File: config.mk
export PLATFORM = sky130hd
export DESIGN_NAME = frame_buf_ctrl_flat
export DESIGN_NICKNAME = d
export VERILOG_FILES = /design/src/rtl/frame_buf_ctrl_if.sv /design/src/rtl/frame_buf_ctrl.sv /design/src/flat_wrapper.sv
export SDC_FILE = /design/constraint.sdc
export NUM_CORES = 1
export LEC_CHECK = 0
export ABC_AREA = 1
export ABC_CLOCK_PERIOD_IN_PS = 4200
export CORE_UTILIZATION = 43
export DETAILED_ROUTE_END_ITERATION = 10
export PLACE_DENSITY = 0.85
export SKIP_CTS_REPAIR_TIMING = 1
export SYNTH_ARGS = -nofsm -noshare
export SYNTH_HDL_FRONTEND = slang
export SYNTH_SLANG_ARGS = --single-unit
File: constraint.sdc
create_clock -name clk -period 4.2 [get_ports clk]
set_input_delay 1.26 -clock clk [delete_from_list [all_inputs] [get_ports clk]]
set_output_delay 1.26 -clock clk [all_outputs]
set_load 0.02 [all_outputs]
File: src/rtl/frame_buf_ctrl_if.sv
// Bundle of camera, reader and frame-RAM signals around frame_buf_ctrl.
// slave is the controller's view; master is the surrounding system's view.
interface frame_buf_ctrl_if #(
  parameter int unsigned XW = 7,
  parameter int unsigned YW = 7,
  parameter int unsigned DW = 24
);
  logic          cam_valid;
  logic [DW-1:0] cam_data;
  logic          cam_sof;
  logic          cam_ready;
  logic          rd_req;
  logic [XW-1:0] rd_x;
  logic [YW-1:0] rd_y;
  logic          rd_gnt;
  logic          rd_valid;
  logic [DW-1:0] rd_data;
  logic [XW-1:0] ram_x;
  logic [YW-1:0] ram_y;
  logic [DW-1:0] ram_din;
  logic          ram_write;
  logic [DW-1:0] ram_dout;
  logic          frame_done;

  modport slave (
    input  cam_valid, cam_data, cam_sof, rd_req, rd_x, rd_y, ram_dout,
    output cam_ready, rd_gnt, rd_valid, rd_data, ram_x, ram_y, ram_din, ram_write, frame_done
  );

  modport master (
    output cam_valid, cam_data, cam_sof, rd_req, rd_x, rd_y, ram_dout,
    input  cam_ready, rd_gnt, rd_valid, rd_data, ram_x, ram_y, ram_din, ram_write, frame_done
  );
endinterface

File: src/rtl/frame_buf_ctrl.sv
// Frame buffer RAM sequencer: raster-addresses camera pixels into a 2-deep write
// FIFO and round-robins the single RAM port between that FIFO and a random reader.
module frame_buf_ctrl #(
  parameter int unsigned WIDTH  = 101,
  parameter int unsigned HEIGHT = 101,
  parameter int unsigned XW     = 7,
  parameter int unsigned YW     = 7,
  parameter int unsigned DW     = 24
) (
  input logic              clk,
  input logic              reset,
  frame_buf_ctrl_if.slave  bus
);

  localparam logic [XW-1:0] XLast = XW'(WIDTH - 1);
  localparam logic [YW-1:0] YLast = YW'(HEIGHT - 1);

  logic [XW-1:0] fx_q    [2];
  logic [YW-1:0] fy_q    [2];
  logic [DW-1:0] fd_q    [2];
  logic          flast_q [2];
  logic          wr_ptr_q, rd_ptr_q;
  logic [1:0]    count_q;
  logic [XW-1:0] wx_q;
  logic [YW-1:0] wy_q;
  logic          last_r_q;    // 1: reader was served most recently
  logic          rd_valid_q;
  logic          rd_oor_q;

  logic          push, pop, w_req, r_req, w_gnt, r_gnt, rd_oor, alast;
  logic [XW-1:0] ax, nx;
  logic [YW-1:0] ay, ny;

  always_comb begin
    bus.cam_ready = ~reset & (count_q != 2'd2);
    push          = bus.cam_valid & bus.cam_ready;

    ax    = bus.cam_sof ? '0 : wx_q;
    ay    = bus.cam_sof ? '0 : wy_q;
    alast = (ax == XLast) && (ay == YLast);
    if (ax == XLast) begin
      nx = '0;
      ny = (ay == YLast) ? '0 : ay + YW'(1);
    end else begin
      nx = ax + XW'(1);
      ny = ay;
    end

    // Nothing is granted in a reset cycle, so a read there is never served.
    w_req = ~reset & (count_q != 2'd0);
    r_req = ~reset & bus.rd_req;
    if (w_req && r_req) begin
      w_gnt = last_r_q;
      r_gnt = ~last_r_q;
    end else begin
      w_gnt = w_req;
      r_gnt = r_req;
    end
    pop    = w_gnt;
    rd_oor = (32'(bus.rd_x) >= WIDTH) || (32'(bus.rd_y) >= HEIGHT);

    bus.ram_write  = w_gnt;
    bus.rd_gnt     = r_gnt;
    bus.frame_done = w_gnt & flast_q[rd_ptr_q];
    bus.ram_din    = w_gnt ? fd_q[rd_ptr_q] : '0;
    if (w_gnt) begin
      bus.ram_x = fx_q[rd_ptr_q];
      bus.ram_y = fy_q[rd_ptr_q];
    end else if (r_gnt) begin
      bus.ram_x = bus.rd_x;
      bus.ram_y = bus.rd_y;
    end else begin
      bus.ram_x = '0;
      bus.ram_y = '0;
    end

    bus.rd_valid = rd_valid_q & ~reset;
    bus.rd_data  = (bus.rd_valid && !rd_oor_q) ? bus.ram_dout : '0;
  end

  always_ff @(posedge clk) begin
    if (reset) begin
      wr_ptr_q   <= 1'b0;
      rd_ptr_q   <= 1'b0;
      count_q    <= 2'd0;
      wx_q       <= '0;
      wy_q       <= '0;
      last_r_q   <= 1'b0;
      rd_valid_q <= 1'b0;
      rd_oor_q   <= 1'b0;
    end else begin
      if (push) begin
        fx_q[wr_ptr_q]    <= ax;
        fy_q[wr_ptr_q]    <= ay;
        fd_q[wr_ptr_q]    <= bus.cam_data;
        flast_q[wr_ptr_q] <= alast;
        wr_ptr_q          <= ~wr_ptr_q;
        wx_q              <= nx;
        wy_q              <= ny;
      end
      if (pop) rd_ptr_q <= ~rd_ptr_q;
      count_q <= count_q + 2'(push) - 2'(pop);
      if (w_gnt || r_gnt) last_r_q <= r_gnt;
      rd_valid_q <= r_gnt;
      rd_oor_q   <= r_gnt & rd_oor;
    end
  end

endmodule

File: src/flat_wrapper.sv
// flat-port wrapper written by rule: the top's interface ports become plain ports
module frame_buf_ctrl_flat 
#(
  parameter int unsigned WIDTH  = 101,
  parameter int unsigned HEIGHT = 101,
  parameter int unsigned XW     = 7,
  parameter int unsigned YW     = 7,
  parameter int unsigned DW     = 24
)
  (clk, reset, bus_cam_valid, bus_cam_data, bus_cam_sof, bus_rd_req, bus_rd_x, bus_rd_y, bus_ram_dout, bus_cam_ready, bus_rd_gnt, bus_rd_valid, bus_rd_data, bus_ram_x, bus_ram_y, bus_ram_din, bus_ram_write, bus_frame_done);
  frame_buf_ctrl_if #(.XW(XW), .YW(YW), .DW(DW)) bus_i ();
  input logic clk;
  input logic reset;
  input wire logic [$bits(bus_i.cam_valid)-1:0] bus_cam_valid;
  input wire logic [$bits(bus_i.cam_data)-1:0] bus_cam_data;
  input wire logic [$bits(bus_i.cam_sof)-1:0] bus_cam_sof;
  input wire logic [$bits(bus_i.rd_req)-1:0] bus_rd_req;
  input wire logic [$bits(bus_i.rd_x)-1:0] bus_rd_x;
  input wire logic [$bits(bus_i.rd_y)-1:0] bus_rd_y;
  input wire logic [$bits(bus_i.ram_dout)-1:0] bus_ram_dout;
  output wire logic [$bits(bus_i.cam_ready)-1:0] bus_cam_ready;
  output wire logic [$bits(bus_i.rd_gnt)-1:0] bus_rd_gnt;
  output wire logic [$bits(bus_i.rd_valid)-1:0] bus_rd_valid;
  output wire logic [$bits(bus_i.rd_data)-1:0] bus_rd_data;
  output wire logic [$bits(bus_i.ram_x)-1:0] bus_ram_x;
  output wire logic [$bits(bus_i.ram_y)-1:0] bus_ram_y;
  output wire logic [$bits(bus_i.ram_din)-1:0] bus_ram_din;
  output wire logic [$bits(bus_i.ram_write)-1:0] bus_ram_write;
  output wire logic [$bits(bus_i.frame_done)-1:0] bus_frame_done;
  assign bus_i.cam_valid = bus_cam_valid;
  assign bus_i.cam_data = bus_cam_data;
  assign bus_i.cam_sof = bus_cam_sof;
  assign bus_i.rd_req = bus_rd_req;
  assign bus_i.rd_x = bus_rd_x;
  assign bus_i.rd_y = bus_rd_y;
  assign bus_i.ram_dout = bus_ram_dout;
  assign bus_cam_ready = bus_i.cam_ready;
  assign bus_rd_gnt = bus_i.rd_gnt;
  assign bus_rd_valid = bus_i.rd_valid;
  assign bus_rd_data = bus_i.rd_data;
  assign bus_ram_x = bus_i.ram_x;
  assign bus_ram_y = bus_i.ram_y;
  assign bus_ram_din = bus_i.ram_din;
  assign bus_ram_write = bus_i.ram_write;
  assign bus_frame_done = bus_i.frame_done;
  frame_buf_ctrl #(.WIDTH(WIDTH), .HEIGHT(HEIGHT), .XW(XW), .YW(YW), .DW(DW)) u_core (.clk(clk), .reset(reset), .bus(bus_i));
endmodule
==> results summary, run 1 <==
The final number of max-transition violations came out at 0. The worst setup path is launched from an input pin. The total wire length after detailed routing came out at 11370 um.

The type of the setup path with the least slack is in -> out. The number of H-tree levels came out at 3. The initial utilization of the core area, before any placement, comes to 45.16%.

The antenna diode count is 0. Summing over every cut layer, the via total after detailed routing is 3780. The final-stage net count came out at 691. The via count of the first global-routing pass came out at 3635. The core footprint came out at 9955 um^2.

The required time at the endpoint of the critical path is 2.94 ns. In this run the register-to-register setup slack is 2.38 ns. The detailed-routing iteration count for the pre-antenna-repair pass is 5.

The pin count of the biggest net entering global routing came out at 40. The area of placed instances is 6118 um^2. After Yosys synthesis, XOR and XNOR cells account for 0.1948% of the synthesized area. The setup clock skew after layout is 0.006737 ns. The initial antenna violation count came out at 0. The highest ir drop seen on vdd is 0.1651 mV. The ratio of final minimum period to clock period is 99.35%. The first-pass GRT wire length came out at 17270 um. The post-synthesis instance area came out at 4496 um^2. The floorplan step defined a die boundary enclosing 10870 um^2. The final hold violation count is 0. STA classifies the critical path endpoint as a primary output.

The longest clock path from root to sink contains 2 buffers. The slew at the pin closest to its max-slew limit is 0.5239 ns. The clock sink total is 100. The worst slew margin relative to its limit came out at 65.07%.

The origin of the worst setup path is reset. In this run the vertical extent of the chip is 104.3 um. The average instance area after synthesis is 9.524 um^2. The number of cells on the worst reg-to-reg path is 5. The later-pin clock latency in the skew report came out at 0.37 ns. The clock-pin transition on the worst setup and hold timing paths came out at 0.09 ns. The post-place setup slack is -0.1150 ns. The worst hold path belongs to the class reg -> reg.

The final non-filler cell area came out at 6486 um^2. At the end of routability-driven placement, the weighted congestion stood at 0.8187. Global routing used 20.13% of the available tracks.

The placed wire-length estimate after detailed placement came out at 7967 um. The worst register-to-register path ends at u_core.fy_q[1][0]. The share of the yosys chip area belonging to registers came out at 61.90%. The upper clock frequency limit is 239.7 MHz. The final routed wire length divided by cell count came out at 15.02 um. The completed layout was analyzed and its total power is 2.137 mW. The iteration-0 DRC count of the detailed router is 326. In the routed design, unresolved DRC markers number 0.

Max-cap violations in this run came to 0. Summing the areas of all and, or, nand and nor instances in the mapped netlist gives 18.40% of the synthesized area. The adder and majority gate portion of the synthesized area came out at 1.392%. The count of input and output buffers is 133. The final critical-path required period is 4.173 ns. The synthesized instance count came out at 472. The total setup violations reported at the end of the flow came out at 0. Data arrives at the worst endpoint at 2.91 ns. Yosys printed 0 warnings. The clock tree root driver cell is sky130_fd_sc_hd__clkbuf_8. By area, the combinational part of the netlist is dominated by simple AND/OR/NAND/NOR gates. Dividing the detail-routed via count by the number of cells gives 4.993. The number of stages on the worst hold path is 1. In this run the critical register-to-register path is launched from u_core.count_q[0]. Setup repair after global routing left no endpoint under its margin. The power density relative to cell area came out at 329.5 nW/um^2. The clock tree from TritonCTS is yes. The number of standard cells in the final layout excluding fillers is 757. The number of unique standard cell types used by synthesis came out at 31.

The clock buffer count from CTS is 9. The post-placement cell count is 741. The fraction of final layout cells with drive strength greater than 1 came out at 8.013%.

The final critical-path setup slack came out at 0.02748 ns. The standby leakage power came out at 3.618 nW. The number of nets still failing antenna checks after routing is 0. In this run the core area contains 36 standard-cell rows. Counting flops and latches in the post-synthesis netlist gives 100.

The number of nets in the synthesized netlist is 544. Summing the areas of all compound-gate instances in the mapped netlist gives 8.294% of the synthesized area. The synthesis-to-layout area growth came out at 44.28%. The multiplexer share of the synthesized area came out at 2.672%. Pin placement for this block handled 134 I/O pins. The run finished with clean final reports. The floorplan die width is 104.3 um. The total grt overflow came out at 0. The largest driver fanout on the critical path came out at 16. In this run the most critical hold path is launched from u_core.rd_ptr_q.
==> Yosys cell counts <==
master / count / area, um^2
sky130_fd_sc_hd__a21oi_1: 42 / 210.2
sky130_fd_sc_hd__edfxtp_1: 78 / 2342
sky130_fd_sc_hd__o21ai_1: 1 / 5.000
sky130_fd_sc_hd__nor2_4: 3 / 33.78
sky130_fd_sc_hd__clkbuf_1: 9 / 33.78
sky130_fd_sc_hd__o21ai_0: 22 / 110.1
sky130_fd_sc_hd__inv_2: 2 / 7.510
sky130_fd_sc_hd__inv_1: 60 / 225.2
sky130_fd_sc_hd__o31ai_1: 1 / 7.510
sky130_fd_sc_hd__buf_6: 1 / 11.26
sky130_fd_sc_hd__nand3_1: 19 / 95.09
sky130_fd_sc_hd__nand2_1: 121 / 454.2
sky130_fd_sc_hd__nand2_2: 1 / 6.260
sky130_fd_sc_hd__xor2_1: 1 / 8.760
sky130_fd_sc_hd__nand2_4: 1 / 11.26
sky130_fd_sc_hd__a21oi_2: 1 / 8.760
sky130_fd_sc_hd__inv_4: 1 / 6.260
sky130_fd_sc_hd__buf_1: 1 / 3.750
sky130_fd_sc_hd__dfxtp_1: 22 / 440.4
sky130_fd_sc_hd__o32ai_1: 1 / 8.760
sky130_fd_sc_hd__clkinv_1: 1 / 3.750
sky130_fd_sc_hd__nor2_1: 52 / 195.2
sky130_fd_sc_hd__o21bai_1: 1 / 7.510
sky130_fd_sc_hd__ha_1: 5 / 62.56
sky130_fd_sc_hd__or2_2: 1 / 6.260
sky130_fd_sc_hd__nand4_1: 2 / 12.51
sky130_fd_sc_hd__o211ai_1: 2 / 15.01
sky130_fd_sc_hd__nor2_2: 1 / 6.260
sky130_fd_sc_hd__mux2i_1: 12 / 120.1
sky130_fd_sc_hd__or2_0: 1 / 6.260
sky130_fd_sc_hd__buf_2: 6 / 30.03
==> power by group <==
group          switching (mW)  internal [mW]  leakage [nW]
sequential             0.0210           1.10         0.908
combinational           0.208          0.181          2.60
clock                   0.340          0.285         0.106
==> flip-flops by register name (all words and copies together), names as in the netlist, named ones only <==
name	flops
u_core.fd_q	48
u_core.fx_q	14
u_core.fy_q	14
u_core.wx_q	7
u_core.wy_q	7
u_core.count_q	2
u_core.flast_q	2
u_core.last_r_q	1
u_core.rd_oor_q	1
u_core.rd_ptr_q	1
u_core.rd_valid_q	1
u_core.wr_ptr_q	1
==> cells by family after synthesis <==
| logic type | count (synthesis) |
|---|---|
| simple gates | 202 |
| flops | 100 |
| buf+inv | 81 |
| compound gates | 71 |
| mux | 12 |
| fa+ha+maj | 5 |
| xor+xnor | 1 |
==> per-stage QoR <==
step | TNS, ns | hold slack (ns) | utilization [%]
finish | 0 | 0.4628 | 65.16
global route | 0 | 0.4791 | 65.16
global placement | -2.044 | 0.4308 | 61.46
floorplan | -5.317 | 0.4316 | -
detailed placement | -3.533 | 0.4446 | 61.46
CTS | -3.807 | 0.4623 | 63.52
==> worst max path at each step <==
stage                        endpoint  slack [ns]  cells past startpoint
global placement       bus_ram_din[1]       -0.09                      7
global route            bus_cam_ready       0.003                      5
floorplan           u_core.fd_q[0][0]       -0.07                      6
detailed placement       bus_ram_y[4]       -0.12                      7
CTS                      bus_ram_y[4]       -0.12                      7
finish                  bus_cam_ready        0.03                      5
==> area by class of cell <==
type	instances	area, um^2
Clock inverter	7	81.33
Clock buffer	9	123.9
Tap cell	133	166.4
Inverter	64	242.7
Timing Repair Buffer	153	1682
Fill cell	708	3468
Multi-Input combinational cell	291	1406
Sequential cell	100	2784
==> layout by cell type (no fill, tap or decap), types with 2 or more instances in the layout <==
master,instances
sky130_fd_sc_hd__a21oi_1,42
sky130_fd_sc_hd__buf_12,3
sky130_fd_sc_hd__buf_4,17
sky130_fd_sc_hd__clkbuf_8,9
sky130_fd_sc_hd__clkdlybuf4s50_1,68
sky130_fd_sc_hd__clkinv_4,2
sky130_fd_sc_hd__dfxtp_1,21
sky130_fd_sc_hd__dlymetal6s2s_1,65
sky130_fd_sc_hd__edfxtp_1,78
sky130_fd_sc_hd__ha_1,5
sky130_fd_sc_hd__inv_1,60
sky130_fd_sc_hd__inv_2,2
sky130_fd_sc_hd__inv_6,2
sky130_fd_sc_hd__mux2i_1,12
sky130_fd_sc_hd__nand2_1,121
sky130_fd_sc_hd__nand3_1,19
sky130_fd_sc_hd__nand4_1,2
sky130_fd_sc_hd__nor2_1,50
sky130_fd_sc_hd__nor2_4,5
sky130_fd_sc_hd__o211ai_1,2
sky130_fd_sc_hd__o21ai_0,22
==> critical path: stages <==
cell	delay, ns
sky130_fd_sc_hd__clkdlybuf4s50_1	0.42
sky130_fd_sc_hd__buf_4	0.15
sky130_fd_sc_hd__buf_4	0.20
sky130_fd_sc_hd__a21oi_2	0.23
sky130_fd_sc_hd__clkdlybuf4s50_1	0.66
==> metal layers <==
metal  vias to the layer above  part of all wire (%)  global-route usage [%]
li1                       1850                     -                       -
met1                      1790                    40                   23.60
met2                       124                    54                   36.86
met3                        16                   4.4                   2.945
met4                         0                   1.6                   7.959
met5                         -                     0                       0
Note: power is estimated with default switching activity, not from simulation.
==> inputs of run 2 (changes only) <==
- HOLD_SLACK_MARGIN: default -> 0.08
- SETUP_SLACK_MARGIN: default -> 0.1
==> run 2 against run 1 <==
  * Fmax increased by 5.7%
  * Routed wire length about the same
  * Critical path depth increased by 4
  * Via count increased by 0.11%
  * Combinational power about the same
  * Hold slack unchanged
  * Largest cell class unchanged
  * Clock power about the same
  * Global-route usage unchanged
  * Sequential power about the same
==> results summary, run 2 (synthesis results as in run 1) <==
The run finished with clean final reports. The slew at the pin closest to its max-slew limit came out at 0.5239 ns (-0.000002265 ns). TritonCTS built the clock tree. The global placement routability congestion is 0.8187 (unchanged). The vias per cell is 4.999 (+0.11%). The endpoint arrival time on the critical path came out at 2.69 ns (-0.22 ns). The total setup violations reported at the end of the flow is 0 (unchanged). STA classifies the critical path endpoint as a primary output.

The overall global routing resource usage was 20.13% (unchanged). The slowest stage of the critical path is the sky130_fd_sc_hd__clkdlybuf4s50_1 cell. The worst slew margin relative to its limit came out at 65.07% (about the same). The portion of total power attributed to the clock network was 29.2% (about the same).

The setup clock skew after layout came out at 0.006737 ns (unchanged). The number of standard cells in the final layout excluding fillers was 757 (unchanged). The initial antenna violation count is 0 (unchanged). The flip-flop count of the largest register, all copies and words added came out at 48 (unchanged). The pin count of the biggest net entering global routing is 40 (unchanged).

The first-pass GRT wire length is 17270 um (unchanged). The kind of launch point of the worst setup path is an input pin. The number of H-tree levels is 3 (unchanged). The via count of the first global-routing pass came out at 3635 (unchanged).

In this run the worst hold path is classified as reg -> reg. The final routed wire length divided by cell count was 15.02 um (about the same). Leaving out fill and tap cells, the most frequent cells in the layout are 121 x sky130_fd_sc_hd__nand2_1, 78 x sky130_fd_sc_hd__edfxtp_1, 67 x sky130_fd_sc_hd__clkdlybuf4s50_1, 66 x sky130_fd_sc_hd__dlymetal6s2s_1, 60 x sky130_fd_sc_hd__inv_1. The iteration-0 DRC count of the detailed router came to 326 (unchanged). The routed via count is 3784 (+0.11%).

The aggregate negative setup slack came out at 0 ns (unchanged). The internal power contribution came out at 1.568 mW (about the same). The clock-pin transition on the worst setup and hold timing paths came to 0.09 ns (about the same).

The core footprint came out at 9955 um^2 (unchanged). The floorplan die width came out at 104.3 um (unchanged). The number of buffer and inverter instances along the worst setup path is 5 (+1).

The die extent in y is 104.3 um (unchanged). The share of total power in combinational logic is 18.2% (about the same). The starting utilization of the core area is 45.16% (unchanged). The largest driver fanout on the critical path came out at 7 (-9). The total grt overflow came out at 0 (unchanged). met2 is the most crowded layer. The fraction of final layout cells with drive strength greater than 1 came out at 8.013% (unchanged). The end-of-flow core utilization is 65.18% (about the same).

The global-route met3 utilization was 2.945% (unchanged). The area of placed instances came out at 6118 um^2 (unchanged). The clock buffer count from CTS is 9 (unchanged). The switching share of power is 26.62% (about the same). The gate family responsible for the most delay along the worst path is buffers and inverters. The ratio of final minimum period to clock period is 94.01% (-5.3 points). The critical path goes through clkdlybuf4s50_1 > buf_4 > nor2_1 > nand2_1 > inv_1 > buf_4 > nand2_1 > o21ai_0 > dlymetal6s2s_1.

The number of top-level design ports came to 134 (unchanged). The site row count is 36 (unchanged). The later-pin clock latency in the skew report came out at 0.37 ns (about the same).

The area of the die came out at 10870 um^2 (unchanged). The number of inserted filler cells in the final layout came out at 709 (+0.14%). The power spent charging and discharging nets came to 0.5688 mW (about the same). The number of buffers between clock root and the deepest sink came out at 2 (unchanged).

The final non-filler cell area is 6489 um^2 (about the same). In the final layout, the registers with the most flip-flops are u_core.fd_q: 48 flops, u_core.fx_q: 14 flops, u_core.fy_q: 14 flops. The highest ir drop seen on vdd is 0.1651 mV (unchanged). The clock sink total is 100 (unchanged). The final critical-path required period came out at 3.948 ns (-0.2243 ns). The tree is rooted in a sky130_fd_sc_hd__clkbuf_8.

The fraction of met2 tracks used by global routing is 36.86% (unchanged). The delay of the slowest cell on the worst path is 0.42 ns (-0.24 ns). The upper clock frequency limit came to 253.3 MHz (+5.7%). The standby leakage power came out at 3.628 nW (+0.26%). Setup repair after global routing left no endpoint under its margin.

The number of max-capacitance violations reported is 0 (unchanged). The synthesis-to-layout area growth was 44.34% (about the same). The power density relative to cell area came out at 329.4 nW/um^2 (about the same). The final hold violation count came out at 0 (unchanged). The sequential cell fraction of total power is 52.6% (about the same). The count of input and output buffers came out at 133 (unchanged). The antenna diode count came out at 0 (unchanged). The met1 usage is 23.60% (unchanged). The final-stage net count is 691 (unchanged). The detailed-routing iteration count for the pre-antenna-repair pass is 5 (unchanged). The required time at the endpoint of the critical path came out at 2.94 ns (about the same).

The number of nets still failing antenna checks after routing came out at 0 (unchanged). The overall power was 2.137 mW (about the same). The critical path is of the in -> out type. The post-detailed-route DRC marker count is 0 (unchanged). Leaving out fill and tap cells, the most frequent cell in the layout is sky130_fd_sc_hd__nand2_1. The placed wire-length estimate after detailed placement is 7967 um (unchanged). Ranked by flip-flop count, first place goes to u_core.fd_q. The final number of max-transition violations is 0 (unchanged).

The total wire length after detailed routing came out at 11370 um (about the same). The post-placement cell count is 741 (unchanged).
[run 2: changes by cell type in the layout (fill, tap and decap cells not counted), sizes merged]
cell and delta:
clkdlybuf4s50 -1, dlymetal6s2s +1
[run 2: routing by layer]
metal	routed length [um]	vias up
li1	-	1850
met1	4588	1792
met2	6087	126
met3	513	16
met4	184	0
met5	0	-
[run 2: stage by stage]
step | setup WS [ns] | hold WS (ns)
CTS | -0.1215 | 0.4623
finish | 0.2518 | 0.4628
detailed placement | -0.1150 | 0.4446
global placement | -0.09335 | 0.4308
global route | 0.08701 | 0.4791
floorplan | -0.06817 | 0.4316
[run 2: cell type report]
cell class	instances	area, um^2	share of cell area, %
multi-input cells	291	1406	21.67
well taps	133	166.4	2.565
clock buffers	9	123.9	1.909
clock inverters	7	81.33	1.253
inverters	64	242.7	3.741
repair buffers	153	1684	25.95
flip-flops and latches	100	2784	42.90
[run 2: power groups by stage]
stage | Combinational (mW) | Clock (mW) | Sequential [mW]
finish | 0.389 | 0.624 | 1.12
global route | 0.417 | 0.675 | 1.13
CTS | 0.397 | 0.632 | 1.12
detailed placement | 0.395 | 0 | 1.15
global placement | 0.384 | 0 | 1.14
floorplan | 0.189 | 0 | 1.14
[run 2: worst paths after layout]
kind	depth (start not counted)	start	slack [ns]	endpoint
hold reg to reg	1	u_core.rd_ptr_q	0.46	flip-flop
setup reg to reg	5	u_core.count_q[0]	2.39	u_core.fy_q[1][0]
setup / recovery	9	reset	0.25	bus_ram_y[3]
hold / removal	1	u_core.rd_ptr_q	0.46	flip-flop
==> inputs of run 3 (changes only) <==
- ABC_CLOCK_PERIOD_IN_PS: 4200 -> 3300
- CTS_CLUSTER_DIAMETER: default -> 150
- REMOVE_ABC_BUFFERS: default -> 1
- clock period: 4.2 -> 3.3 ns (I/O delays scaled with it)
==> run 3 against run 2 <==
  * Sequential power is 27% higher
  * Count of clock-buffer cells in the layout is 1 higher
  * Non-clock buffer count is 6 higher
  * First-iteration DRC count grew 5.2%
  * Clock power up 46%
  * Hold slack gained 0.013 ns
  * Critical endpoint is now bus_ram_x[5]
  * Routed wire length grew 5.1%
==> results summary, run 3 (synthesis results as in run 1) <==
The global-route met3 utilization came out at 3.258% (+0.31 points). The portion of total power attributed to the clock network came out at 31.8% (+2.6 points). The delay of the slowest cell on the worst path is 0.25 ns (-0.17 ns). The most crowded layer after global routing is met2. The worst setup path is captured at a primary output. Leaving out fill and tap cells, the most frequent cell in the layout is sky130_fd_sc_hd__nand2_1.

The site row count came out at 36 (unchanged). The starting utilization of the core area is 45.16% (unchanged). The area of the die is 10870 um^2 (unchanged). The largest driver fanout on the critical path is 11 (+4).

The routed via count came to 3856 (+1.9%). The number of top-level design ports is 134 (unchanged). The internal power contribution is 2.143 mW (+37%). Setup repair after global routing left no endpoint under its margin. The worst slew margin relative to its limit came out at 66.10% (+1.0 points). The highest ir drop seen on vdd is 0.2172 mV (+32%). The antenna diode count came out at 0 (unchanged). The number of inserted filler cells in the final layout is 728 (+2.7%). The placed wire-length estimate after detailed placement is 8184 um (+2.7%). The total area of multi-input combinational cells came out at 1428 um^2 (+1.5%). The worst setup path is launched from an input pin.

The sequential cell fraction of total power came to 49.9% (-2.7 points). The total wire length after detailed routing came to 11950 um (+5.1%). The number of buffers between clock root and the deepest sink came out at 2 (unchanged). The clock tree root driver cell is sky130_fd_sc_hd__clkbuf_8.

The via count of the first global-routing pass is 3697 (+1.7%). The share of total power in combinational logic came to 18.3% (about the same). The core footprint is 9955 um^2 (unchanged). The worst-path cell with the longest stage delay is sky130_fd_sc_hd__o32ai_2. The final hold violation count is 0 (unchanged). Traced cell by cell, the critical path runs through clkbuf_2 > inv_1 > o211ai_1 > buf_4 > buf_6 > o32ai_2 > buf_4. The power density relative to cell area was 443.5 nW/um^2 (+35%). The die extent in y came out at 104.3 um (unchanged).

The floorplan die width came out at 104.3 um (unchanged). The fraction of final layout cells with drive strength greater than 1 is 14.44% (+6.4 points). The number of H-tree levels came to 3 (unchanged). The later-pin clock latency in the skew report is 0.36 ns (about the same). Compared with the post-synthesis result, the final layout area differs by 43.25%. The post-detailed-route DRC marker count came out at 0 (unchanged). The min-delay analysis places its worst path in the category reg -> reg. Static timing analysis puts the maximum clock frequency at 318.0 MHz.

The worst setup path is of the in -> out kind. The register with the most flip-flops in the final layout is u_core.fd_q. The flow ran to the end, and the final reports show no timing, DRC or antenna violations. The clock sink total was 100 (unchanged). The total grt overflow came to 0 (unchanged). The clock buffer count from CTS came out at 9 (unchanged).

The final worst hold slack came to 0.4758 ns (+0.01304 ns). The most numerous cell type found on the critical path is sky130_fd_sc_hd__buf_4. The first-pass GRT wire length is 17840 um (+3.3%). The aggregate negative setup slack is 0 ns (unchanged). The power spent charging and discharging nets is 0.7127 mW (+25%).

The overall global routing resource usage came out at 20.82% (+0.69 points). The standby leakage power is 3.192 nW (-12%). The slew at the pin closest to its max-slew limit came out at 0.5067 ns (-0.01721 ns). The vias per cell was 5.054 (+1.1%). The final number of max-transition violations is 0 (unchanged). The total setup violations reported at the end of the flow came out at 0 (unchanged).

The pin count of the biggest net entering global routing came out at 31 (-23%). The met1 usage is 24.40% (+0.80 points). In the final layout, the registers with the most flip-flops are u_core.fd_q: 48 flops, u_core.fx_q: 14 flops, u_core.fy_q: 14 flops. The flip-flop count of the largest register, all copies and words added was 48 (unchanged). The flip-flop and latch area came to 2783 um^2 (about the same). The required time at the endpoint of the critical path is 2.31 ns (-0.63 ns).

The iteration-0 DRC count of the detailed router came out at 343 (+5.2%). TritonCTS built the clock tree. The setup clock skew after layout came out at 0.009377 ns (+0.002640 ns).

The final critical-path required period came out at 3.145 ns. The initial antenna violation count came out at 0 (unchanged). Leaving out fill and tap cells, the most frequent cells in the layout are 121 x sky130_fd_sc_hd__nand2_1, 78 x sky130_fd_sc_hd__edfxtp_1, 66 x sky130_fd_sc_hd__clkdlybuf4s50_1, 59 x sky130_fd_sc_hd__inv_1, 49 x sky130_fd_sc_hd__nor2_1. The fraction of met2 tracks used by global routing was 38.38% (+1.5 points). The endpoint arrival time on the critical path is 2.16 ns (-0.53 ns). The detailed-routing iteration count for the pre-antenna-repair pass came out at 5 (unchanged). In the finished design, the share of the clock period the worst path needs comes to 95.31%. The final-stage net count is 697 (+0.87%). The number of nets still failing antenna checks after routing came out at 0 (unchanged).

The final routed wire length divided by cell count came out at 15.66 um (+4.2%). The switching share of power is 24.95% (-1.7 points). The count of input and output buffers is 133 (unchanged).

The number of max-capacitance violations reported came out at 0 (unchanged). The global placement routability congestion came out at 0.8469 (+3.4%). The clock-pin transition on the worst setup and hold timing paths came out at 0.09 ns (about the same).
==> run 3: area by class of cell <==
type,count,share of cell area (%)
clock inverter,6,1.729
sequential,100,43.21
inverter,64,3.769
clock buffer,10,1.982
multi-input combinational,291,22.17
tap,133,2.584
timing repair buffer,159,24.56
==> run 3: critical path: cells and delay by family <==
kind	cells	cell delay [ns]
buffers and inverters	5	0.76
AOI/OAI and AO/OA	2	0.40
==> run 3: per-layer routing <==
layer | vias up | part of all wire (%)
met5 | - | 0
met4 | 0 | 1.9
met3 | 24 | 6.1
met2 | 155 | 54
met1 | 1826 | 38
li1 | 1851 | -
==> run 3: through the flow <==
step / setup slack [ns] / instance area (um^2) / utilization (%) / cells / power (mW)
after floorplan: -0.4127 / 4417 / - / 455 / 1.675
after global placement: -0.4902 / 6157 / 61.85 / 743 / 1.955
after detailed placement: -0.6028 / 6157 / 61.85 / 743 / 1.972
after CTS: -0.6512 / 6396 / 64.25 / 759 / 2.860
after global routing: 0.05651 / 6440 / 64.69 / 763 / 2.955
final: 0.1549 / 6440 / 64.69 / 763 / 2.856
==> run 3: worst paths after layout <==
path | depth (start not counted) | slack, ns | endpoint | start
setup / recovery | 7 | 0.15 | bus_ram_x[5] | reset
hold / removal | 2 | 0.48 | u_core.wx_q[4] | u_core.wx_q[4]
setup reg to reg | 11 | 1.53 | u_core.wy_q[0] | u_core.wx_q[1]
hold reg to reg | 2 | 0.48 | u_core.wx_q[4] | u_core.wx_q[4]
==> run 3: power by group through the flow <==
stage	clock, mW	combinational [mW]	sequential, mW
after CTS	0.914	0.523	1.42
final	0.908	0.524	1.42
after floorplan	0	0.215	1.46
after detailed placement	0	0.519	1.45
after global routing	0.965	0.561	1.43
after global placement	0	0.505	1.45
